--- src/rtl/ita_package.sv ---
// Shared definitions for the ITA output writeback path.
//
// Contents:
//   OupN, OupM, OupAddrWidth : default lane count, tile edge and address width
//   oup_req_t                : one memory write request {addr, data, strb}
//   oup_wr_state_e           : writer FSM states
package ita_package;

   localparam int unsigned OupN         = 16;
   localparam int unsigned OupM         = 64;
   localparam int unsigned OupAddrWidth = 32;

   typedef struct packed {
      logic [OupAddrWidth-1:0] addr;
      logic [OupN*8-1:0]       data;
      logic [OupN-1:0]         strb;
   } oup_req_t;

   typedef enum logic [1:0] {
      Idle  = 2'd0,
      Run   = 2'd1,
      Drain = 2'd2,
      Done  = 2'd3
   } oup_wr_state_e;

endpackage

--- src/rtl/ita_oup_skid.sv ---
// Two-entry skid buffer with registered outputs and a registered ready.
//
// Handshake (both sides): a transfer happens on a rising clock edge where
// valid and ready are both high. valid never waits for ready, and once
// valid is raised the payload holds until the transfer.
//
// Ports:
//   clk_i, rst_ni          clock, asynchronous active-low reset
//   in_valid_i/in_ready_o  upstream handshake, in_ready_o is a flop output
//   in_data_i              upstream payload
//   out_valid_o/out_ready_i downstream handshake, out_* are flop outputs
//   out_data_o             downstream payload
//   count_o                number of occupied entries (0..2)
module ita_oup_skid
   import ita_package::*;
#(
   parameter type T = oup_req_t
) (
   input  logic       clk_i,
   input  logic       rst_ni,
   input  logic       in_valid_i,
   output logic       in_ready_o,
   input  T           in_data_i,
   output logic       out_valid_o,
   input  logic       out_ready_i,
   output T           out_data_o,
   output logic [1:0] count_o
);

   logic out_valid_q, spare_valid_q;
   T     out_q, spare_q;
   logic push;

   // The spare entry only fills while the output entry is stalled, so
   // "spare empty" is exactly "room for one more beat next edge".
   assign in_ready_o = ~spare_valid_q;
   assign push       = in_valid_i & ~spare_valid_q;

   always_ff @(posedge clk_i or negedge rst_ni) begin
      if (!rst_ni) begin
         out_valid_q   <= 1'b0;
         spare_valid_q <= 1'b0;
         out_q         <= '0;
         spare_q       <= '0;
      end else begin
         if (!out_valid_q || out_ready_i) begin
            // Output slot is free this edge: refill from spare first to
            // keep order, otherwise take the incoming beat directly.
            if (spare_valid_q) begin
               out_valid_q   <= 1'b1;
               out_q         <= spare_q;
               spare_valid_q <= 1'b0;
            end else begin
               out_valid_q <= push;
               if (push) out_q <= in_data_i;
            end
         end else if (push) begin
            spare_valid_q <= 1'b1;
            spare_q       <= in_data_i;
         end
      end
   end

   assign out_valid_o = out_valid_q;
   assign out_data_o  = out_q;
   assign count_o     = spare_valid_q ? 2'd2 : (out_valid_q ? 2'd1 : 2'd0);

endmodule

--- src/rtl/ita_oup_writer.sv ---
// Output writeback stage for the ITA requant FIFO.
//
// Accepts output beats in controller tile order (per MxM tile, M*M/N beats,
// tile_x fastest then tile_y), turns each into a byte-addressed write
// request with per-lane strobes, drops padding and signals completion.
//
// Ports:
//   clk_i, rst_ni                 clock, asynchronous active-low reset
//   start_i, cfg_base_i,
//   cfg_rows_i, cfg_cols_i        start pulse and matrix config (sampled in Idle)
//   in_valid_i/in_ready_o/in_data_i  beat input, valid/ready
//   mem_valid_o/mem_ready_i,
//   mem_addr_o/mem_data_o/mem_strb_o  write request output, valid/ready
//   busy_o                        high in Run and Drain
//   done_o                        one-cycle completion pulse
//   perf_stall_o, perf_drop_o     only with ITA_OUP_WRITER_PERF_EN defined
//
// Optional feature macro: ITA_OUP_WRITER_PERF_EN (stall/drop counters).
module ita_oup_writer
   import ita_package::*;
#(
   parameter int unsigned N         = OupN,
   parameter int unsigned M         = OupM,
   parameter int unsigned AddrWidth = OupAddrWidth,
   parameter int unsigned DimWidth  = 16
) (
   input  logic                 clk_i,
   input  logic                 rst_ni,
   input  logic                 start_i,
   input  logic [AddrWidth-1:0] cfg_base_i,
   input  logic [DimWidth-1:0]  cfg_rows_i,
   input  logic [DimWidth-1:0]  cfg_cols_i,
   input  logic                 in_valid_i,
   output logic                 in_ready_o,
   input  logic [N*8-1:0]       in_data_i,
   output logic                 mem_valid_o,
   input  logic                 mem_ready_i,
   output logic [AddrWidth-1:0] mem_addr_o,
   output logic [N*8-1:0]       mem_data_o,
   output logic [N-1:0]         mem_strb_o,
   output logic                 busy_o,
   output logic                 done_o
`ifdef ITA_OUP_WRITER_PERF_EN
   ,
   output logic [31:0]          perf_stall_o,
   output logic [31:0]          perf_drop_o
`endif
);

   localparam int unsigned BeatsPerTile = M * M / N;
   localparam int unsigned CntWidth     = $clog2(BeatsPerTile);
   localparam int unsigned LogM         = $clog2(M);
   localparam int unsigned LogN         = $clog2(N);
   localparam int unsigned ExtWidth     = DimWidth + 2;
   localparam int unsigned ProdWidth    = 2 * DimWidth;
   localparam logic [CntWidth-1:0] LastBeat = CntWidth'(BeatsPerTile - 1);

   typedef struct packed {
      logic [AddrWidth-1:0] addr;
      logic [N*8-1:0]       data;
      logic [N-1:0]         strb;
   } req_t;

   oup_wr_state_e        state_q, state_d;
   logic [AddrWidth-1:0] base_q;
   logic [DimWidth-1:0]  rows_q, cols_q;
   logic [DimWidth-1:0]  tiles_x_q, tiles_y_q, tile_x_q, tile_y_q;
   logic [CntWidth-1:0]  beat_q;
   logic [DimWidth:0]    tiles_x_ext, tiles_y_ext;
   logic [ExtWidth-1:0]  grow, gcol;
   logic [ProdWidth-1:0] row_offset;
   logic [N-1:0]         strb;
   logic                 accept, push, last_beat, drain_done, skid_ready;
   logic [1:0]           skid_count;
   req_t                 req, mem_req;

   // Ceiling division by M, one extra bit so cols+M-1 cannot wrap.
   assign tiles_x_ext = ({1'b0, cfg_cols_i} + (DimWidth+1)'(M - 1)) >> LogM;
   assign tiles_y_ext = ({1'b0, cfg_rows_i} + (DimWidth+1)'(M - 1)) >> LogM;

   // Beat index within a tile: low log2(M) bits pick the row, the rest
   // pick the N-wide column group.
   assign grow = (ExtWidth'(tile_y_q) << LogM) + ExtWidth'(beat_q & CntWidth'(M - 1));
   assign gcol = (ExtWidth'(tile_x_q) << LogM) + (ExtWidth'(beat_q >> LogM) << LogN);

   always_comb begin
      strb = '0;
      for (int unsigned i = 0; i < N; i++) begin
         strb[i] = (grow < ExtWidth'(rows_q)) && ((gcol + ExtWidth'(i)) < ExtWidth'(cols_q));
      end
   end

   // Only beats with at least one enabled lane reach memory, and for those
   // grow < rows, so the low DimWidth bits of grow are exact.
   assign row_offset = ProdWidth'(grow[DimWidth-1:0]) * ProdWidth'(cols_q);

   always_comb begin
      req      = '0;
      req.addr = base_q + AddrWidth'(row_offset) + AddrWidth'(gcol);
      req.data = in_data_i;
      req.strb = strb;
   end

   assign in_ready_o = (state_q == Run) && skid_ready;
   assign accept     = in_valid_i && in_ready_o;
   assign push       = accept && (|strb);
   assign last_beat  = (beat_q == LastBeat)
                    && (tile_x_q == tiles_x_q - DimWidth'(1))
                    && (tile_y_q == tiles_y_q - DimWidth'(1));
   // Drain ends on the edge where the final entry leaves the buffer.
   assign drain_done = (skid_count == 2'd0) || ((skid_count == 2'd1) && mem_ready_i);

   always_comb begin
      state_d = state_q;
      unique case (state_q)
         Idle: begin
            if (start_i) begin
               state_d = ((cfg_rows_i != '0) && (cfg_cols_i != '0)) ? Run : Done;
            end
         end
         Run:     if (accept && last_beat) state_d = Drain;
         Drain:   if (drain_done) state_d = Done;
         Done:    state_d = Idle;
         default: state_d = Idle;
      endcase
   end

   always_ff @(posedge clk_i or negedge rst_ni) begin
      if (!rst_ni) begin
         state_q   <= Idle;
         base_q    <= '0;
         rows_q    <= '0;
         cols_q    <= '0;
         tiles_x_q <= '0;
         tiles_y_q <= '0;
         tile_x_q  <= '0;
         tile_y_q  <= '0;
         beat_q    <= '0;
      end else begin
         state_q <= state_d;
         if ((state_q == Idle) && start_i) begin
            base_q    <= cfg_base_i;
            rows_q    <= cfg_rows_i;
            cols_q    <= cfg_cols_i;
            tiles_x_q <= DimWidth'(tiles_x_ext);
            tiles_y_q <= DimWidth'(tiles_y_ext);
            tile_x_q  <= '0;
            tile_y_q  <= '0;
            beat_q    <= '0;
         end else if (accept) begin
            if (beat_q == LastBeat) begin
               beat_q <= '0;
               if (tile_x_q == tiles_x_q - DimWidth'(1)) begin
                  tile_x_q <= '0;
                  tile_y_q <= tile_y_q + DimWidth'(1);
               end else begin
                  tile_x_q <= tile_x_q + DimWidth'(1);
               end
            end else begin
               beat_q <= beat_q + CntWidth'(1);
            end
         end
      end
   end

   ita_oup_skid #(
      .T (req_t)
   ) i_skid (
      .clk_i       (clk_i),
      .rst_ni      (rst_ni),
      .in_valid_i  (push),
      .in_ready_o  (skid_ready),
      .in_data_i   (req),
      .out_valid_o (mem_valid_o),
      .out_ready_i (mem_ready_i),
      .out_data_o  (mem_req),
      .count_o     (skid_count)
   );

   assign mem_addr_o = mem_req.addr;
   assign mem_data_o = mem_req.data;
   assign mem_strb_o = mem_req.strb;
   assign busy_o     = (state_q == Run) || (state_q == Drain);
   assign done_o     = (state_q == Done);

`ifdef ITA_OUP_WRITER_PERF_EN
   logic [31:0] stall_q, drop_q;

   always_ff @(posedge clk_i or negedge rst_ni) begin
      if (!rst_ni) begin
         stall_q <= '0;
         drop_q  <= '0;
      end else if ((state_q == Idle) && start_i) begin
         stall_q <= '0;
         drop_q  <= '0;
      end else begin
         if (mem_valid_o && !mem_ready_i && (stall_q != '1)) stall_q <= stall_q + 32'd1;
         if (accept && !(|strb) && (drop_q != '1))         drop_q  <= drop_q + 32'd1;
      end
   end

   assign perf_stall_o = stall_q;
   assign perf_drop_o  = drop_q;
`endif

endmodule

--- config.mk ---
export PLATFORM = sky130hd
export DESIGN_NAME = ita_oup_writer
export DESIGN_NICKNAME = d
export VERILOG_FILES = /design/src/rtl/ita_package.sv /design/src/rtl/ita_oup_skid.sv /design/src/rtl/ita_oup_writer.sv
export SDC_FILE = /design/constraint.sdc
export NUM_CORES = 2
export LEC_CHECK = 0
export BUFFER_PORTS_ARGS = -buffer_cell sky130_fd_sc_hd__buf_4
export CORE_ASPECT_RATIO = 1.2
export CORE_UTILIZATION = 50
export DETAILED_ROUTE_END_ITERATION = 8
export PLACE_DENSITY = 0.7
export SYNTH_ARGS = -nofsm -noshare
export SYNTH_HDL_FRONTEND = slang
export SYNTH_HIERARCHICAL = 1
export SYNTH_SLANG_ARGS = --single-unit
--- constraint.sdc ---
create_clock -name clk_i -period 11.26 [get_ports clk_i]
set_input_delay 2.815 -clock clk_i [delete_from_list [all_inputs] [get_ports clk_i]]
set_output_delay 2.815 -clock clk_i [all_outputs]
set_load 0.01 [all_outputs]
==> reports/qor_table.md <==
| Metric | This run |
|:---|:---|
| Status | complete, no violations |
| Bufs and invs on worst path | 3 |
| Area occupied by registers | 12100 sq um |
| Path type of the worst setup path | reg2reg |
| Design internal power | 5.27 mW |
| Filler cell count in the final layout | 5403 |
| Clock transition at path regs | 0.07 ns |
| Endpoint type of the worst setup path | flip-flop |
| Total number of placement rows | 102 |
| Kind of start point of the critical path | flip-flop |
| Setup Viol. Count Final | 0 |
| Comb power frac | 41.6% |
| Overall die height | 282 um |
| Top-Level Pins | 377 |
| Antenna violations before repair | 5 |
| Max Clock Freq | 136 MHz |
| Number of buffers created by CTS | 51 |
| Fraction of power consumed by sequential logic | 37.2% |
| Most frequent cells in the layout | sky130_fd_sc_hd__dfrtp_1 (481), sky130_fd_sc_hd__mux2_2 (418), sky130_fd_sc_hd__inv_1 (395) |
| Syn nets | 3520 |
| Largest net degree at the start of global routing | 156 |
| Clk network pwr share | 21.2% |
| DRC errors left | 0 |
| Worst EP required | 11.74 ns |
| Wire length of the first global-routing pass | 133000 um |
| Setup clock skew after layout | 0.0221 ns |
| Critical-path top delay cell | sky130_fd_sc_hd__dfrtp_1 |
| Final Util | 58.3% |
| Die area | 66400 sq um |
| Number of flops mapped to enable cells by yosys | 0 |
| Detailed-route wire length | 84300 um |
| Initial cell density of the core | 50.6% |
| Worst hold start | i_skid/spare_q[160]$_DFFE_PN0P_ |
| Delay of the slowest cell on the worst path | 0.98 ns |
| Via count of the first global-routing pass | 24000 |
| Root buffer selected by CTS | sky130_fd_sc_hd__clkbuf_16 |
| Final Max Slew Viols | 0 |
| Detailed placement HPWL | 62300 um |
| Worst Setup Slack, final | 3.92 ns |
| Clk buf depth | 3 |
| Unrepaired setup endpoints after global routing | no |
| Beginning of the critical path | tile_y_q[2]$_DFFE_PN0P_ |
| Leading cell type in the layout, fill and taps excluded | sky130_fd_sc_hd__dfrtp_1 |
| Clock period minus final worst setup slack | 7.34 ns |
| Number of DRC markers after the initial detailed-route iteration | 1145 |
| Post-cts gate resize count | 0 |
| Clock Sinks | 482 |
| Floorplan Core Area | 64600 sq um |
| Worst vdd rail ir drop | 185 uV |
| Wire length per cell | 20.5 um |
| Count of distinct cell types in the synthesized netlist | 61 |
| Total number of nets in the final design | 3815 |
| Clock insertion delay at the later pin of the skew report | 0.62 ns |
| Post-route setup TNS | 0 ns |
| Via count normalized by instance count | 5.37 |
| Seq cells post-synth | 482 |
| Post-Synthesis Cell Area | 32700 sq um |
| Hold WC Path Type | reg2reg |
| Sequential cell area fraction in the yosys report | 36.9% |
| Critical Path AT | 7.82 ns |
| Remaining global-route overflow | 0 |
| Post-CTS setup-driven buffer insertion count | 0 |
| Final Hold Vio Count | 0 |
| TritonCTS clock tree | done |
| Fraction of layout cells with a size suffix above 1 | 30.8% |
| Average footprint of a synthesized cell | 11.1 sq um |
| Setup slack after placement | 3.93 ns |
| Slew of the pin with the lowest slew margin | 1.22 ns |
| Final weighted congestion of routability-driven global placement | 0.927 |
| Synth Instances | 2945 |
| Critical path, cell by cell | nand2_1 > fa_1 > inv_1 > fa_1 > fa_1 > fa_1 > fa_1 > inv_1 > fa_1 > inv_1 > ha_1 > a21oi_1 > nand2_1 > a2111oi_0 > a31oi_1 > a22oi_1 > a211oi_1 > a21o_1 > a21oi_1 > xnor2_1 > mux2_2 > mux2_2 |
| GR Util All Layers | 25.6% |
| # port buffers | 376 |
| Via count | 22100 |
| Horizontal die dimension | 235 um |
| Area occupied by multi-input gates | 18300 sq um |
| Leading register cell type out of synthesis | sky130_fd_sc_hd__dfrtp_1 |
| Async set-reset flop share out of synthesis | 100% |
| Instance count after placement with tap cells included | 4019 |
| Switching component of the power | 3.00 mW |
| Total Power | 8.27 mW |
| Number of warnings printed during yosys synthesis | 6 |
| Post-layout instance count excluding filler cells | 4114 |
| Largest driver fanout on the critical path | 25 |
| Layout area overhead | 15.1% |
| Net Sw Frac | 36.3% |
| Final period util | 65.2% |
| CTS H-tree depth | 2 |
| Worst slew margin | 18.7% |
| Power density normalized to cell area | 220 nW/um^2 |
| Most Frequent Cell on Critical Path | sky130_fd_sc_hd__fa_1 |
| Routed Antenna Nets | 0 |
| DRT Pass-1 Iters | 5 |
| Standby leakage power | 18.1 nW |
| CP delay by family, top | adder cells |
| Worst r2r src | tile_y_q[2]$_DFFE_PN0P_ |
| Max-cap violation count | 0 |
| Post-CTS Hold Buffers | 0 |
## stage by stage
stage | cell area [sq um] | hold WS (ns)
3_3_place_gp | 35900 | 0.461
5_1_grt | 37600 | 0.507
3_5_place_dp | 35900 | 0.472
2_1_floorplan | 32700 | 0.447
4_1_cts | 37600 | 0.486
6_report | 37600 | 0.480
## registers in the layout, summed over array words and instances (netlist names)
name                  count
i_skid/out_data_o       176
i_skid/spare_q          176
base_q                   32
cols_q                   16
rows_q                   16
tile_x_q                 16
tile_y_q                 16
tiles_x_q                11
tiles_y_q                11
beat_q                    8
state_q                   2
i_skid/out_valid_o        1
i_skid/spare_valid_q      1
## worst register-to-register path, delay by kind of cell, from the launching register on
kind,cells,cell delay [ns]
and+or+nand+nor,2,0.32
AOI/OAI and AO/OA,7,1.66
adders and majority gates,7,3.51
muxes,2,0.52
DFF,1,0.98
xor gates and xnor gates,1,0.10
buffers and inverters,3,0.15
## metal layers
layer  global-route usage, %  routed length, um  vias up
li1                        -                  -    10100
met4                    10.1               3360        4
met5                       0                 34        -
met1                    30.0              32700    11200
met3                    6.94               6200      152
met2                    44.7              42000      607
## logic make-up (layout without fill, tap and decap cells)
| family | count (synthesis) | after routing | synth area share, % |
|---|---|---|---|
| XOR/XNOR | 106 | 106 | 2.84 |
| AO/OA/AOI/OAI | 215 | 215 | 3.77 |
| multiplexers | 533 | 533 | 19.5 |
| AND/OR/NAND/NOR | 690 | 690 | 9.88 |
| buffers and inverters | 541 | 874 | 7.18 |
| flip-flops | 482 | 482 | 36.9 |
| adder cells (fa/ha/maj) | 378 | 378 | 20.0 |
| other | 0 | 4 | 0 |
## cell usage after synthesis (all sizes together), types with 2 or more instances
| library cell | number | area share (%) |
|---|---|---|
| nor3 | 27 | 0.43 |
| a31oi | 7 | 0.13 |
| nor4 | 15 | 0.33 |
| nand2b | 9 | 0.17 |
| o211ai | 3 | 0.069 |
| a21oi | 54 | 0.84 |
| and3 | 9 | 0.17 |
| xor2 | 36 | 0.96 |
| a41oi | 2 | 0.054 |
| o221ai | 2 | 0.054 |
| or2 | 4 | 0.077 |
| xnor2 | 70 | 1.9 |
| clkbuf | 85 | 0.98 |
| inv | 395 | 4.5 |
| a2111oi | 6 | 0.16 |
| ha | 139 | 5.3 |
| o32ai | 2 | 0.054 |
| and4 | 3 | 0.080 |
| or4 | 6 | 0.15 |
| buf | 61 | 1.7 |
| nor2 | 98 | 1.1 |
| nand2 | 328 | 3.8 |
| nand3 | 29 | 0.44 |
| or3 | 12 | 0.23 |
| o21a | 2 | 0.046 |
| nand4 | 14 | 0.27 |
| a211oi | 6 | 0.14 |
| nor2b | 11 | 0.22 |
| mux2 | 528 | 19 |
| a21o | 16 | 0.37 |
| mux2i | 5 | 0.15 |
| o21ai | 104 | 1.6 |
| a31o | 2 | 0.054 |
| and2 | 122 | 2.3 |
| o31ai | 2 | 0.046 |
| dfrtp | 482 | 37 |
| o22ai | 2 | 0.038 |
| fa | 239 | 15 |
## power groups by stage
stage / Sequential (mW) / Combinational, mW / Clock [mW]
after floorplan: 2.97 / 2.27 / 0
after global placement: 3.04 / 3.37 / 0
after detailed placement: 3.08 / 3.47 / 0
after CTS: 3.07 / 3.48 / 1.80
after global routing: 3.17 / 3.80 / 1.86
final: 3.08 / 3.44 / 1.76
## final cells by class
type,instances,share of cell area (%)
timing repair buffer,388,7.93
clock inverter,19,0.658
inverter,395,3.94
tap,832,2.77
sequential,482,32.1
multi-input combinational,1922,48.7
clock buffer,72,3.95
antenna,4,0.0266
## path summary, 6_finish.rpt
kind	end	slack, ns	depth (start not counted)
hold reg to reg	i_skid/spare_q[160]$_DFFE_PN0P_	0.48	1
setup reg to reg	i_skid/out_data_o[174]$_DFFE_PN0P_	3.92	22
min in group asynchronous	i_skid/out_data_o[172]$_DFFE_PN0P_	2.25	1
setup / recovery	i_skid/out_data_o[174]$_DFFE_PN0P_	3.92	22
hold / removal	i_skid/spare_q[160]$_DFFE_PN0P_	0.48	1
max in group asynchronous	i_skid/spare_q[47]$_DFFE_PN0P_	7.48	2
(Power assumes the default switching activity.)
